[config.mk]
export PLATFORM = sky130hd
export DESIGN_NAME = fir_output_decimator
export DESIGN_NICKNAME = d
export VERILOG_FILES = /design/src/rtl/fir_pkg.sv /design/src/rtl/fir_sync_fifo.sv /design/src/rtl/fir_output_decimator.sv
export SDC_FILE = /design/constraint.sdc
export NUM_CORES = 1
export LEC_CHECK = 0
export CAP_MARGIN = 20
export CORE_MARGIN = 2
export CORE_UTILIZATION = 60
export CTS_CLUSTER_SIZE = 16
export DETAILED_ROUTE_END_ITERATION = 16
export DONT_BUFFER_PORTS = 1
export GPL_TIMING_DRIVEN = 0
export PLACE_DENSITY_LB_ADDON = 0.05
export SKIP_LAST_GASP = 1
export SYNTH_ARGS = -nofsm -noshare
export SYNTH_HDL_FRONTEND = slang
export SYNTH_SLANG_ARGS = --single-unit
[constraint.sdc]
create_clock -name clk -period 2.8 [get_ports clk]
set_input_delay 0.28 -clock clk [delete_from_list [all_inputs] [get_ports clk]]
set_output_delay 0.28 -clock clk [all_outputs]
set_load 0.01 [all_outputs]
[src/rtl/fir_pkg.sv]
// rtl/fir_pkg.sv - shared sample types and the round/shift/saturate helper
// Purpose: common definitions for the FIR output path.
//   SAMPLE_W        : width of a raw FIR output sample
//   sample_t        : signed raw sample type
//   rss_t           : result of round_shift_sat (value + saturation flag)
//   round_shift_sat : round-half-up, arithmetic shift right, clamp to out_w bits
package fir_pkg;

  localparam int SAMPLE_W = 32;

  typedef logic signed [SAMPLE_W-1:0] sample_t;

  typedef struct packed {
    logic signed [SAMPLE_W-1:0] value;
    logic                       sat;
  } rss_t;

  // Working width is one bit wider than the sample so the rounding add can
  // never overflow. The clamped value fits in out_w bits; callers keep the
  // low out_w bits of .value.
  function automatic rss_t round_shift_sat(input sample_t sample,
                                           input int      shift,
                                           input int      out_w);
    logic signed [SAMPLE_W:0] acc;
    logic signed [SAMPLE_W:0] max_v;
    logic signed [SAMPLE_W:0] min_v;
    rss_t                     r;
    acc = {sample[SAMPLE_W-1], sample};
    if (shift > 0) begin
      acc = acc + ((SAMPLE_W+1)'(1) <<< (shift - 1));
    end
    acc   = acc >>> shift;
    max_v = ((SAMPLE_W+1)'(1) <<< (out_w - 1)) - (SAMPLE_W+1)'(1);
    min_v = -max_v - (SAMPLE_W+1)'(1);
    r.sat = 1'b0;
    if (acc > max_v) begin
      acc   = max_v;
      r.sat = 1'b1;
    end else if (acc < min_v) begin
      acc   = min_v;
      r.sat = 1'b1;
    end
    r.value = acc[SAMPLE_W-1:0];
    return r;
  endfunction

endpackage

[src/rtl/fir_sync_fifo.sv]
// rtl/fir_sync_fifo.sv - pointer-based synchronous FIFO
// Purpose: small output buffer; a push at full is accepted when a pop happens
// in the same cycle.
// Ports:
//   clk, reset_n : clock, asynchronous active-low reset (empties the FIFO)
//   push         : write push_data (accepted if not full or popping)
//   push_data    : data to write
//   pop          : remove head entry (ignored when empty)
//   pop_data     : head entry, 0 when empty
//   full, empty  : occupancy status
module fir_sync_fifo #(
  parameter int WIDTH = 16,
  parameter int DEPTH = 4
) (
  input  logic             clk,
  input  logic             reset_n,
  input  logic             push,
  input  logic [WIDTH-1:0] push_data,
  input  logic             pop,
  output logic [WIDTH-1:0] pop_data,
  output logic             full,
  output logic             empty
);

  localparam int AW = $clog2(DEPTH);

  logic [WIDTH-1:0] mem [DEPTH];
  logic [AW:0]      wr_ptr;
  logic [AW:0]      rd_ptr;
  logic             do_pop;
  logic             do_push;

  // Extra pointer MSB distinguishes full from empty when the indices match.
  assign empty   = (wr_ptr == rd_ptr);
  assign full    = (wr_ptr[AW] != rd_ptr[AW]) && (wr_ptr[AW-1:0] == rd_ptr[AW-1:0]);
  assign do_pop  = pop && !empty;
  assign do_push = push && (!full || do_pop);

  always_ff @(posedge clk or negedge reset_n) begin
    if (!reset_n) begin
      wr_ptr <= '0;
      rd_ptr <= '0;
    end else begin
      if (do_push) wr_ptr <= wr_ptr + (AW+1)'(1);
      if (do_pop)  rd_ptr <= rd_ptr + (AW+1)'(1);
    end
  end

  always_ff @(posedge clk) begin
    if (do_push) mem[wr_ptr[AW-1:0]] <= push_data;
  end

  // Gating with empty keeps the head at 0 during and right after reset.
  assign pop_data = empty ? '0 : mem[rd_ptr[AW-1:0]];

endmodule

[src/rtl/fir_output_decimator.sv]
// rtl/fir_output_decimator.sv - decimate, scale, saturate and buffer FIR output
// Purpose: keeps every DECIM-th valid FIR sample, scales it by 2^-SHIFT with
// round-half-up, saturates to OUT_W bits and queues it for a valid/ready sink.
// Ports:
//   clk, reset_n         : clock, asynchronous active-low reset
//   in_valid, in_data    : FIR output stream (no backpressure)
//   out_valid, out_ready : output handshake
//   out_data             : FIFO head sample
//   clear_flags          : clears sat_sticky, ovf_sticky, drop_count
//   sat_sticky           : a kept sample was clamped
//   ovf_sticky           : a kept sample was dropped on a full FIFO
//   drop_count           : dropped samples, saturating at 255
module fir_output_decimator #(
  parameter int DECIM      = 4,
  parameter int SHIFT      = 8,
  parameter int OUT_W      = 16,
  parameter int FIFO_DEPTH = 4
) (
  input  logic                    clk,
  input  logic                    reset_n,
  input  logic                    in_valid,
  input  logic signed [31:0]      in_data,
  output logic                    out_valid,
  input  logic                    out_ready,
  output logic signed [OUT_W-1:0] out_data,
  input  logic                    clear_flags,
  output logic                    sat_sticky,
  output logic                    ovf_sticky,
  output logic [7:0]              drop_count
);

  import fir_pkg::*;

  localparam int PW = (DECIM > 1) ? $clog2(DECIM) : 1;

  logic [PW-1:0]           phase;
  logic                    keep;
  rss_t                    rss;
  logic signed [OUT_W-1:0] scaled;
  logic                    s1_valid;
  logic signed [OUT_W-1:0] s1_data;
  logic                    fifo_full;
  logic                    fifo_empty;
  logic                    drop;

  assign keep   = in_valid && (phase == '0);
  assign rss    = round_shift_sat(in_data, SHIFT, OUT_W);
  assign scaled = rss.value[OUT_W-1:0];

  // Upper bits are only sign copies after clamping.
  if (OUT_W < SAMPLE_W) begin : g_hi
    logic unused_hi;
    assign unused_hi = ^rss.value[SAMPLE_W-1:OUT_W];
  end

  always_ff @(posedge clk or negedge reset_n) begin
    if (!reset_n) begin
      phase <= '0;
    end else if (in_valid) begin
      phase <= (phase == PW'(DECIM - 1)) ? '0 : phase + PW'(1);
    end
  end

  always_ff @(posedge clk or negedge reset_n) begin
    if (!reset_n) begin
      s1_valid <= 1'b0;
      s1_data  <= '0;
    end else begin
      s1_valid <= keep;
      if (keep) s1_data <= scaled;
    end
  end

  fir_sync_fifo #(
    .WIDTH (OUT_W),
    .DEPTH (FIFO_DEPTH)
  ) u_fifo (
    .clk       (clk),
    .reset_n   (reset_n),
    .push      (s1_valid),
    .push_data (s1_data),
    .pop       (out_ready),
    .pop_data  (out_data),
    .full      (fifo_full),
    .empty     (fifo_empty)
  );

  assign out_valid = !fifo_empty;
  // Full implies non-empty, so out_ready alone decides whether a pop frees a slot.
  assign drop      = s1_valid && fifo_full && !out_ready;

  // Set/increment events take priority over clear_flags.
  always_ff @(posedge clk or negedge reset_n) begin
    if (!reset_n) begin
      sat_sticky <= 1'b0;
      ovf_sticky <= 1'b0;
      drop_count <= 8'd0;
    end else begin
      if (keep && rss.sat)  sat_sticky <= 1'b1;
      else if (clear_flags) sat_sticky <= 1'b0;

      if (drop) begin
        ovf_sticky <= 1'b1;
        if (clear_flags)               drop_count <= 8'd1;
        else if (drop_count != 8'hFF)  drop_count <= drop_count + 8'd1;
      end else if (clear_flags) begin
        ovf_sticky <= 1'b0;
        drop_count <= 8'd0;
      end
    end
  end

endmodule

## Word-level counts from Yosys, hierarchy flattened

Memories as Yosys holds them, arrays and structs flattened.
Cells that the tools add are included.
Widths: inputs -> output; s select.

| storage, ports and cells | value |
|---|---|
| register bits | 35 |
| memory bits (writable) | 64 |
| output and inout port bits | 27 |
| logic and storage cells | 52 |
| memories | 1 |

Memory list:

| name | words | bits a word | rd ports | clocked after Yosys merged registers in | wr ports | line | source |
|---|---|---|---|---|---|---|---|
| u_fifo.mem | 4 | 16 | 1 | 0 | 1 | fir_sync_fifo.sv:27 | `logic [WIDTH-1:0] mem [DEPTH];` |

| operators by class | value |
|---|---|
| $add $sub $neg | 5 |
| $lt $le $gt $ge | 2 |
| eq/ne operators | 5 |
| muxes and demuxes | 15 |
| reduce and logical (&&, ||, !) cells | 16 |

Operators by type and width:

| cell | count |
|---|---|
| $mux 16 | 3 |
| $add 32x9->33 const B | 1 |
| $mux 8 | 4 |
| $gt 25x16->1 const B | 1 |
| $lt 25x16->1 const B | 1 |
| $add 8x1->8 const B | 1 |
| $ne 8x8->1 const B | 1 |
| $logic_and 1x1->1 | 7 |
| $mux 1 | 7 |
| $add 3x1->3 const B | 2 |
| $reduce_bool 2->1 | 3 |
| $eq 3x3->1 | 1 |
| $logic_not 1->1 | 3 |
| $add 2x1->2 const B | 1 |
| $eq 2x2->1 | 1 |
| $eq 2x2->1 const B | 1 |
| $logic_not 2->1 | 1 |
| $mux 2 | 1 |
| $reduce_and 2->1 | 1 |
| $logic_or 1x1->1 | 1 |
| $ne 1x1->1 | 1 |

## Longest topological paths before layout

| logic depth | value |
|---|---|
| word-level depth | 7 |
| mapped depth | 8 |
| depth with buffers taken out | 7 |

## By module

Synthesis repeated with hierarchy kept, for this count alone.

| unflattened totals | value |
|---|---|
| cells, all modules | 370 |
| area total of the unflattened synthesis | 4936.0 µm² |

Modules (own cells, without submodules):

| module | times used | cells each | area each (µm²) | sequential area each (µm²) |
|---|---|---|---|---|
| fir_sync_fifo | 1 | 136 | 2911.5 | 2072.0 |
| fir_output_decimator | 1 | 234 | 2024.4 | 725.7 |

## Least setup slack after synthesis

No wires, ideal clock.

| timing | value |
|---|---|
| kind | reg2reg |
| from | register u_fifo.rd_ptr[0] |
| to | register drop_count[7] |
| data arrival time | 2.418 ns |
| required time | 2.669 ns |
| path slack | 0.250 ns |
| cell stages (with the launch flop) | 9 |
| buffers on the path | 2 |
| period minus slack after synthesis | 2.550 ns |
| cell sequence | dfrtp_1 clkbuf_1 xor2_1 or4_1 clkbuf_1 or3b_2 nor3_1 xnor2_1 nor2_1 |

| between the ends | value |
|---|---|
| cells in the longest elaborated chain, start to end | 6 |
| elaborated cells on any way between the ends | 7 |
| those cells by class | eq/ne (1); mux (1); reduce/logical (5) |

RTL lines:

| what | line | source |
|---|---|---|
| start, declared | fir_sync_fifo.sv:29 | `logic [AW:0] rd_ptr;` |
| start signal, assigned | fir_sync_fifo.sv:45 | `if (do_pop) rd_ptr <= rd_ptr + (AW+1)'(1);` |
| $eq 2x2->1 (*) | fir_sync_fifo.sv:35 | `assign full = (wr_ptr[AW] != rd_ptr[AW]) && (wr_ptr[AW-1:0] == rd_ptr[AW-1:0]);` |
| $logic_and 1x1->1 (*) | fir_sync_fifo.sv:35 |  |
| $logic_and 1x1->1 (*) (2 in series) | fir_output_decimator.sv:90 | `assign drop = s1_valid && fifo_full && !out_ready;` |
| $reduce_bool 2->1 (no source line) | - |  |
| $reduce_and 2->1 (no source line) | - |  |
| end signal, assigned | fir_output_decimator.sv:105 | `else if (drop_count != 8'hFF) drop_count <= drop_count + 8'd1;` |
| end, declared | fir_output_decimator.sv:29 | `output logic [7:0] drop_count` |

Mark *: on every way between the ends. The rest lies on a longest branch, timed or not.
A chain may end at the register's enable or synchronous reset.

## Worst setup path in the final report

| timing | value |
|---|---|
| from | register u_fifo.rd_ptr[1] |
| to | register drop_count[5] |

The elaborated chain is that of the path after synthesis.

==> run metrics <==
gr usage total=a little over a fifth; Detail Placement HPWL=5850 µm; Worst-path clk slew=0.10 ns; Die Height=91.6 µm; #FFs+latches synth=between 90 and 100; Comb pwr share=28.7%; fin crit period=2.62 ns; die area=between 0.008 and 0.009 mm²; Synth area leader=edfxtp_1; final setup violating endpoints=0; Startpoint Class=flop; Switching Share=33.5%; DRC=0; cell with the most instances after synthesis=edfxtp_1; Crit Path Category=reg -> reg; GR Overflow Total=0; layout cell share with drive strength beyond 1=13.4%; RSZ-0062 raised after global routing=no; final-layout fill cell count=553; number of flops mapped to enable cells by yosys=64; Post-CTS Setup Inserts=0; Sink Count=99; M1 WL=3650 µm; Post-Syn Instances=341; Worst Path Max Fanout=10; Worst Setup SP=u_fifo.rd_ptr[1]$_DFFE_PN0P_; uppermost routed layer=met4; Final GP Congestion=0.818; Synth top area share=41.7%; total power per unit cell area=916 mW/mm²; worst path bufs/invs=1; first-pass GRT wire length=13,600 µm; dpl cells=440; # nets final=400; initial core utilization=62.8%; crit path DAT=2.86 ns; outcome=completed; YS warnings=0; Cell Rows=31; sequential area share after synthesis=60.8%; Primary FF master, synth=edfxtp_1; max frequency=381 MHz; max-slew violations=0; clock root buffer=clkbuf_8; Top Ports=64; slowest CP cell=dfrtp_1; CTS buffer count=9; max cap viols=0; relative slew slack=32.6%; vias in the first global route=2,750; fin crit share=93.7%; Routed Antenna Nets=0; Final Power=4570 µW; Post-synth top cells=64 x edfxtp_1, 35 x dfrtp_1, 30 x nor2_1, 17 x a211oi_1, 17 x nand2_1; NetSw=1530 µW; clock share of power=20.4%; critical path depth=7; CP endpoint kind=flop; Avg Inst Size Synth=13.5 µm²; CTS tree=built; drt first pass iters=4; clk_lat worst skew=0.35 ns; Leakage=0.00174 µW; Area Growth Syn to Fin=8.40%; post-route insts no fill=~460; Worst Setup EP=drop_count[5]$_DFFE_PN0P_; Hold Fails Final Rpt=0; reg-to-reg endpoint=drop_count[5]$_DFFE_PN0P_; Crit path required time=3.03 ns; largest net degree at the start of global routing=36; Synth async-reset ratio=between 30 and 40%; kind of cell adding the most delay to the critical path=simple AND/OR/NAND/NOR gates; number of vias per cell=5.96; Pint=3040 µW; initial antenna violation count=0; diodes inserted=0; worst hold path type=in -> reg; Wirelength per Cell=17.8 µm; routed wl met2=4000 µm; Net Count, Synth=~390; Longest Clk Path Bufs=2; Post-Synthesis Cell Area=0.00460 mm²; Worst R2R Setup Slack=0.18 ns; Final Routed Wirelength=8140 µm; H-tree lvl count=3; total number of vias=2,730; IO buf count=0; worst r2r path cells=7; clk_skew=0.0109 ns; CP cell instances=xor2_1 > or4_1 > clkbuf_1 > or3b_2 > nor3_1 > xnor2_1 > nor2_1; First DRT Iteration DRCs=140; slowest stage delay, CP=approximately 0.56 ns; DR WL met3=429 µm; Seq pwr share=50.8%; CORE AREA=approximately 0.0073 mm²; reg2reg start=u_fifo.rd_ptr[1]$_DFFE_PN0P_; Tightest Pin Transition=about 1.0 ns; worst vdd ir=between 0.4 and 0.5 mV; Die W=around 92 µm; top cells by area, synth=edfxtp_1 42%, dfrtp_1 19%, mux4_2 7.8%, xnor2_1 3.0%, a211oi_1 2.8%; synth unique cells=between 40 and 50
worst reg2reg max path, stage by stage (launching register included):
cell and delay, ns:
dfrtp_1 0.56, xor2_1 0.27, or4_1 0.52, clkbuf_1 0.19, or3b_2 0.52, nor3_1 0.24, xnor2_1 0.16, nor2_1 0.05
registers in the layout, summed over array words and instances, names as in the netlist:
name           cells
u_fifo.mem        64
s1_data           16
drop_count         8
u_fifo.rd_ptr      3
u_fifo.wr_ptr      3
phase              2
ovf_sticky         1
s1_valid           1
sat_sticky         1
layer usage:
| layer | global-route usage (%) | up-vias |
|---|---|---|
| li1 | - | 1313 |
| met1 | 28.9 | 1346 |
| met2 | 33.3 | 65 |
| met3 | 4.07 | 6 |
| met4 | 8.08 | 0 |
| met5 | 0 | - |
placed cells by master, fill, tap and decap left out, drive strengths merged, types with 2 or more instances in the layout:
master / count
a211oi: 17
a311oi: 3
a31oi: 3
and3: 13
and4: 3
buf: 3
clkbuf: 17
clkinv: 3
dfrtp: 35
dlygate4sd3: 2
edfxtp: 64
ha: 9
inv: 17
mux2: 2
mux4: 16
nand2: 17
nand3: 15
nand4: 11
nor2: 30
nor2b: 16
nor3: 5
nor3b: 3
nor4: 4
o21ai: 5
or3: 3
or4: 2
xnor2: 16
xor2: 14
power by group through the flow:
stage	clock (µW)	combinational, µW	sequential [µW]
2_1_floorplan	0	1110	2220
3_3_place_gp	0	1300	2300
3_5_place_dp	0	1340	2330
4_1_cts	957	1350	2330
5_1_grt	1010	1460	2380
6_report	935	1310	2320
cell type report:
| class | count | area, µm² | share of cell area, % |
|---|---|---|---|
| sequential | 99 | 2800 | 56.1 |
| multi-input combinational | 216 | 1710 | 34.3 |
| clock buffer | 9 | 124 | 2.48 |
| tap | 99 | 124 | 2.48 |
| clock inverter | 7 | 83.8 | 1.68 |
| buffer | 11 | 57.6 | 1.15 |
| inverter | 14 | 52.6 | 1.05 |
| timing repair buffer | 3 | 40.0 | 0.802 |
per-stage QoR:
| step | worst slack, ns | hold slack, ns | instance area [µm²] | TNS (ns) | util (%) |
|---|---|---|---|---|---|
| after floorplan | 0.250 | -0.0156 | 4600 | 0 | - |
| after global placement | -0.0628 | -0.0149 | 4730 | -0.104 | 64.5 |
| after detailed placement | -0.151 | -0.0151 | 4730 | -2.50 | 64.5 |
| after CTS | 0.0986 | 0.0314 | 4990 | 0 | 68.0 |
| after global routing | 0.00945 | 0.0428 | 4990 | 0 | 68.1 |
| final | 0.176 | 0.0485 | 4990 | 0 | 68.1 |
worst min-delay path by stage:
stage,startpoint,to,cells past startpoint
after detailed placement,reset_n,drop_count[7]$_DFFE_PN0P_,0
after global placement,reset_n,drop_count[7]$_DFFE_PN0P_,0
after global routing,in_valid,phase[1]$_DFFE_PN0P_,2
final,in_valid,phase[1]$_DFFE_PN0P_,2
after floorplan,reset_n,drop_count[0]$_DFFE_PN0P_,0
after CTS,in_valid,phase[1]$_DFFE_PN0P_,2
logic make-up (layout without fill, tap and decap cells):
kind of cell | count (synthesis) | after routing | share of synthesized area, %
compound gates | 34 | 34 | 5.82
xor+xnor | 30 | 30 | 5.71
fa+ha+maj | 9 | 9 | 2.45
buf+inv | 26 | 44 | 2.28
flops | 99 | 99 | 60.8
mux | 18 | 18 | 8.32
simple gates | 125 | 125 | 14.7
what timing repair did:
action                                  4_1_cts  5_1_grt
pin swaps                                     0        0
gates resized for setup                       4        2
hold endpoints to repair                     37        0
hold buffers                                  3        0
endpoints found under the setup margin       44       15
Note: power is estimated with default switching activity, not from simulation.
==> patch (config.mk and constraints unchanged) <==
Reset style: synchronous (`reset_n`), changed in 4 clocked blocks. Comments in the files are not updated.
--- a/src/rtl/fir_sync_fifo.sv
+++ b/src/rtl/fir_sync_fifo.sv
@@ -36,7 +36,7 @@
   assign do_pop  = pop && !empty;
   assign do_push = push && (!full || do_pop);
 
-  always_ff @(posedge clk or negedge reset_n) begin
+  always_ff @(posedge clk) begin
     if (!reset_n) begin
       wr_ptr <= '0;
       rd_ptr <= '0;
--- a/src/rtl/fir_output_decimator.sv
+++ b/src/rtl/fir_output_decimator.sv
@@ -53,7 +53,7 @@
     assign unused_hi = ^rss.value[SAMPLE_W-1:OUT_W];
   end
 
-  always_ff @(posedge clk or negedge reset_n) begin
+  always_ff @(posedge clk) begin
     if (!reset_n) begin
       phase <= '0;
     end else if (in_valid) begin
@@ -61,7 +61,7 @@
     end
   end
 
-  always_ff @(posedge clk or negedge reset_n) begin
+  always_ff @(posedge clk) begin
     if (!reset_n) begin
       s1_valid <= 1'b0;
       s1_data  <= '0;
@@ -90,7 +90,7 @@
   assign drop      = s1_valid && fifo_full && !out_ready;
 
   // Set/increment events take priority over clear_flags.
-  always_ff @(posedge clk or negedge reset_n) begin
+  always_ff @(posedge clk) begin
     if (!reset_n) begin
       sat_sticky <= 1'b0;
       ovf_sticky <= 1'b0;
Function: differs if reset_n is asserted again (counterexample within 4 cycles, from zero or initial values and one cycle with reset_n low); with reset_n held inactive, the same outputs for 10 cycles.
==> patch against the unedited design <==
Synthesized area fell by 0.43%. Setup slack improved by 0.098 ns. Routed wire length fell by 4.5%. Sequential cell count rose by 2. Cell area fell by 2.0%. Global-route usage fell by 1.1 points.
Power is not compared: it rests on default switching activity, and its combinational part moved more than twofold at a synthesized area within 25%.
==> patch: results (changes against the unedited design) <==
| Metric | Value |
|---|---|
| CTS root buf | `clkbuf_8` |
| Syn_nets | `399 (+3.1%)` |
| Status | `completed` |
| Seq/Total Area, Yosys | `58.1% (-2.7 points)` |
| Initial antenna violation count | `0 (unchanged)` |
| Worst reg2reg path depth | `7 (unchanged)` |
| Total track usage | `19.9% (-1.1 points)` |
| Synth Warn # | `0 (unchanged)` |
| Max FFs per register | `64 (unchanged)` |
| ANT cells | `0 (unchanged)` |
| Worst Path Arrival | `2.25 ns (-0.61 ns)` |
| Share of layout cells above drive strength 1 | `12.8% (-0.60 points)` |
| Setup crit end | `out_data[6]` |
| Clock Latency Late Sink | `0.36 ns` |
| Starting DRT DRC Count | `114 (-19%)` |
| Post-CTS setup buffers | `0 (unchanged)` |
| Capturing point of the worst reg2reg path | `drop_count[7]` |
| IO buf count | `0 (unchanged)` |
| Clock-pin slew on the worst setup and hold paths | `0.10 ns (about the same)` |
| H-tree lvl count | `3 (unchanged)` |
| EDFF count, synth | `64 (unchanged)` |
| Largest net degree at the start of global routing | `19 (-47%)` |
| R2R Path Start | `u_fifo.wr_ptr[1]` |
| Asr flop ratio synth | `0% (-35 points)` |
| WL per Instance | `16.6 um (-6.3%)` |
| Ranking of synthesized cells by area | `edfxtp_1, dfxtp_1, mux4_2` |
| Distinct cells, synth | `48 (+14%)` |
| Final nets | `409 (+2.3%)` |
| First-pass GRT wire length | `13,200 um (-3.2%)` |
| Maximum vdd drop | `approximately 0.00033 V` |
| Worst hold path class | `in -> reg` |
| Hold-critical path depth | `1 (-1)` |
| Static leakage | `approximately 1.7 nW` |
| Fin Clk Skew | `0.0101 ns (-0.000738 ns)` |
| DR vias/cell | `5.73 (-3.8%)` |
| Prevailing post-synth register cell | `edfxtp_1` |
| Switching part of the total power | `roughly 26%` |
| CTS Buf Count | `9 (unchanged)` |
| Pre-Repair DR Iteration Count | `4 (unchanged)` |
| Vias in the first global route | `2,744 (-0.22%)` |
| Commonest cells post-synth | `edfxtp_1, dfxtp_1, nor2_1` |
| FF-to-FF setup slack | `0.42 ns (+0.24 ns)` |
| Final HPWL DP | `5680 um (-2.8%)` |
| Crit path max fanout | `10 (unchanged)` |
| Worst setup SP type | `flop` |
| Global placer's final weighted congestion | `0.786 (-3.9%)` |
| Antenna-violating nets left | `0 (unchanged)` |
| Clock buffer depth | `2 (unchanged)` |
| Slew margin rel. | `40.9% (+8.2 points)` |
## patch: logic make-up (layout without fill, tap and decap cells)
logic type	count (synthesis)	after routing	share of synthesized area, %
and+or+nand+nor	130	130	15.0
DFF	101	101	58.1
AOI/OAI and AO/OA	42	42	8.08
xor gates and xnor gates	29	29	5.54
muxes	21	21	8.95
buffers and inverters	21	36	1.91
adders and majority gates	9	9	2.46
## patch: cell type report
| class | count | area (um^2) |
|---|---|---|
| multi-input cells | 231 | 1830 |
| plain buffers | 11 | 57.6 |
| clock inverters | 7 | 57.6 |
| clock buffers | 9 | 124 |
| fillers | 557 | 2440 |
| flip-flops and latches | 101 | 2660 |
| well taps | 99 | 124 |
| inverters | 9 | 33.8 |
## patch: critical path, cell delays in order (launching register included)
cell	delay, ns
dfxtp_1	0.61
clkdlybuf4s15_2	0.52
mux4_2	0.57
nor2b_1	0.18
## patch: repair_timing
item | in CTS | in global routing
gates resized for setup | 2 | 0
pin swaps | 0 | 0
gates cloned | 0 | 0
setup endpoints to repair | 10 | 10
## patch: how the worst min path moves through the flow
stage          startpoint                to  slack (ns)
3_3_place_gp      reset_n  u_fifo.wr_ptr[2]        0.41
4_1_cts           reset_n  u_fifo.wr_ptr[2]        0.04
2_1_floorplan     reset_n  u_fifo.wr_ptr[2]        0.41
6_report          reset_n  u_fifo.wr_ptr[2]        0.05
3_5_place_dp      reset_n  u_fifo.wr_ptr[2]        0.42
5_1_grt           reset_n        ovf_sticky        0.05
## patch: through the flow
step | area (um^2) | std cells | power, W | hold WS (ns) | setup slack, ns
6_report | 4890 | 467 | 0.00290 | 0.0481 | 0.273
3_5_place_dp | 4710 | 452 | 0.00211 | 0.421 | 0.153
2_1_floorplan | 4580 | 353 | 0.00203 | 0.408 | 0.590
5_1_grt | 4890 | 467 | 0.00303 | 0.0460 | 0.0281
3_3_place_gp | 4710 | 452 | 0.00210 | 0.412 | 0.173
4_1_cts | 4900 | 468 | 0.00293 | 0.0410 | 0.0570
## patch: power by group through the flow
stage,sequential (W),combinational [W],clock [W]
2_1_floorplan,0.00172,0.000315,0
5_1_grt,0.00173,0.000401,0.000903
4_1_cts,0.00171,0.000379,0.000844
6_report,0.00171,0.000358,0.000830
3_3_place_gp,0.00173,0.000370,0
3_5_place_dp,0.00174,0.000376,0
## patch: per-layer routing
| layer | vias to the layer above | global-route usage, % | routed length [um] |
|---|---|---|---|
| met5 | - | 0 | 0 |
| met4 | 0 | 5.43 | 57 |
| met3 | 4 | 4.98 | 395 |
| met2 | 57 | 31.7 | 3700 |
| met1 | 1279 | 27.5 | 3620 |
| li1 | 1338 | - | - |
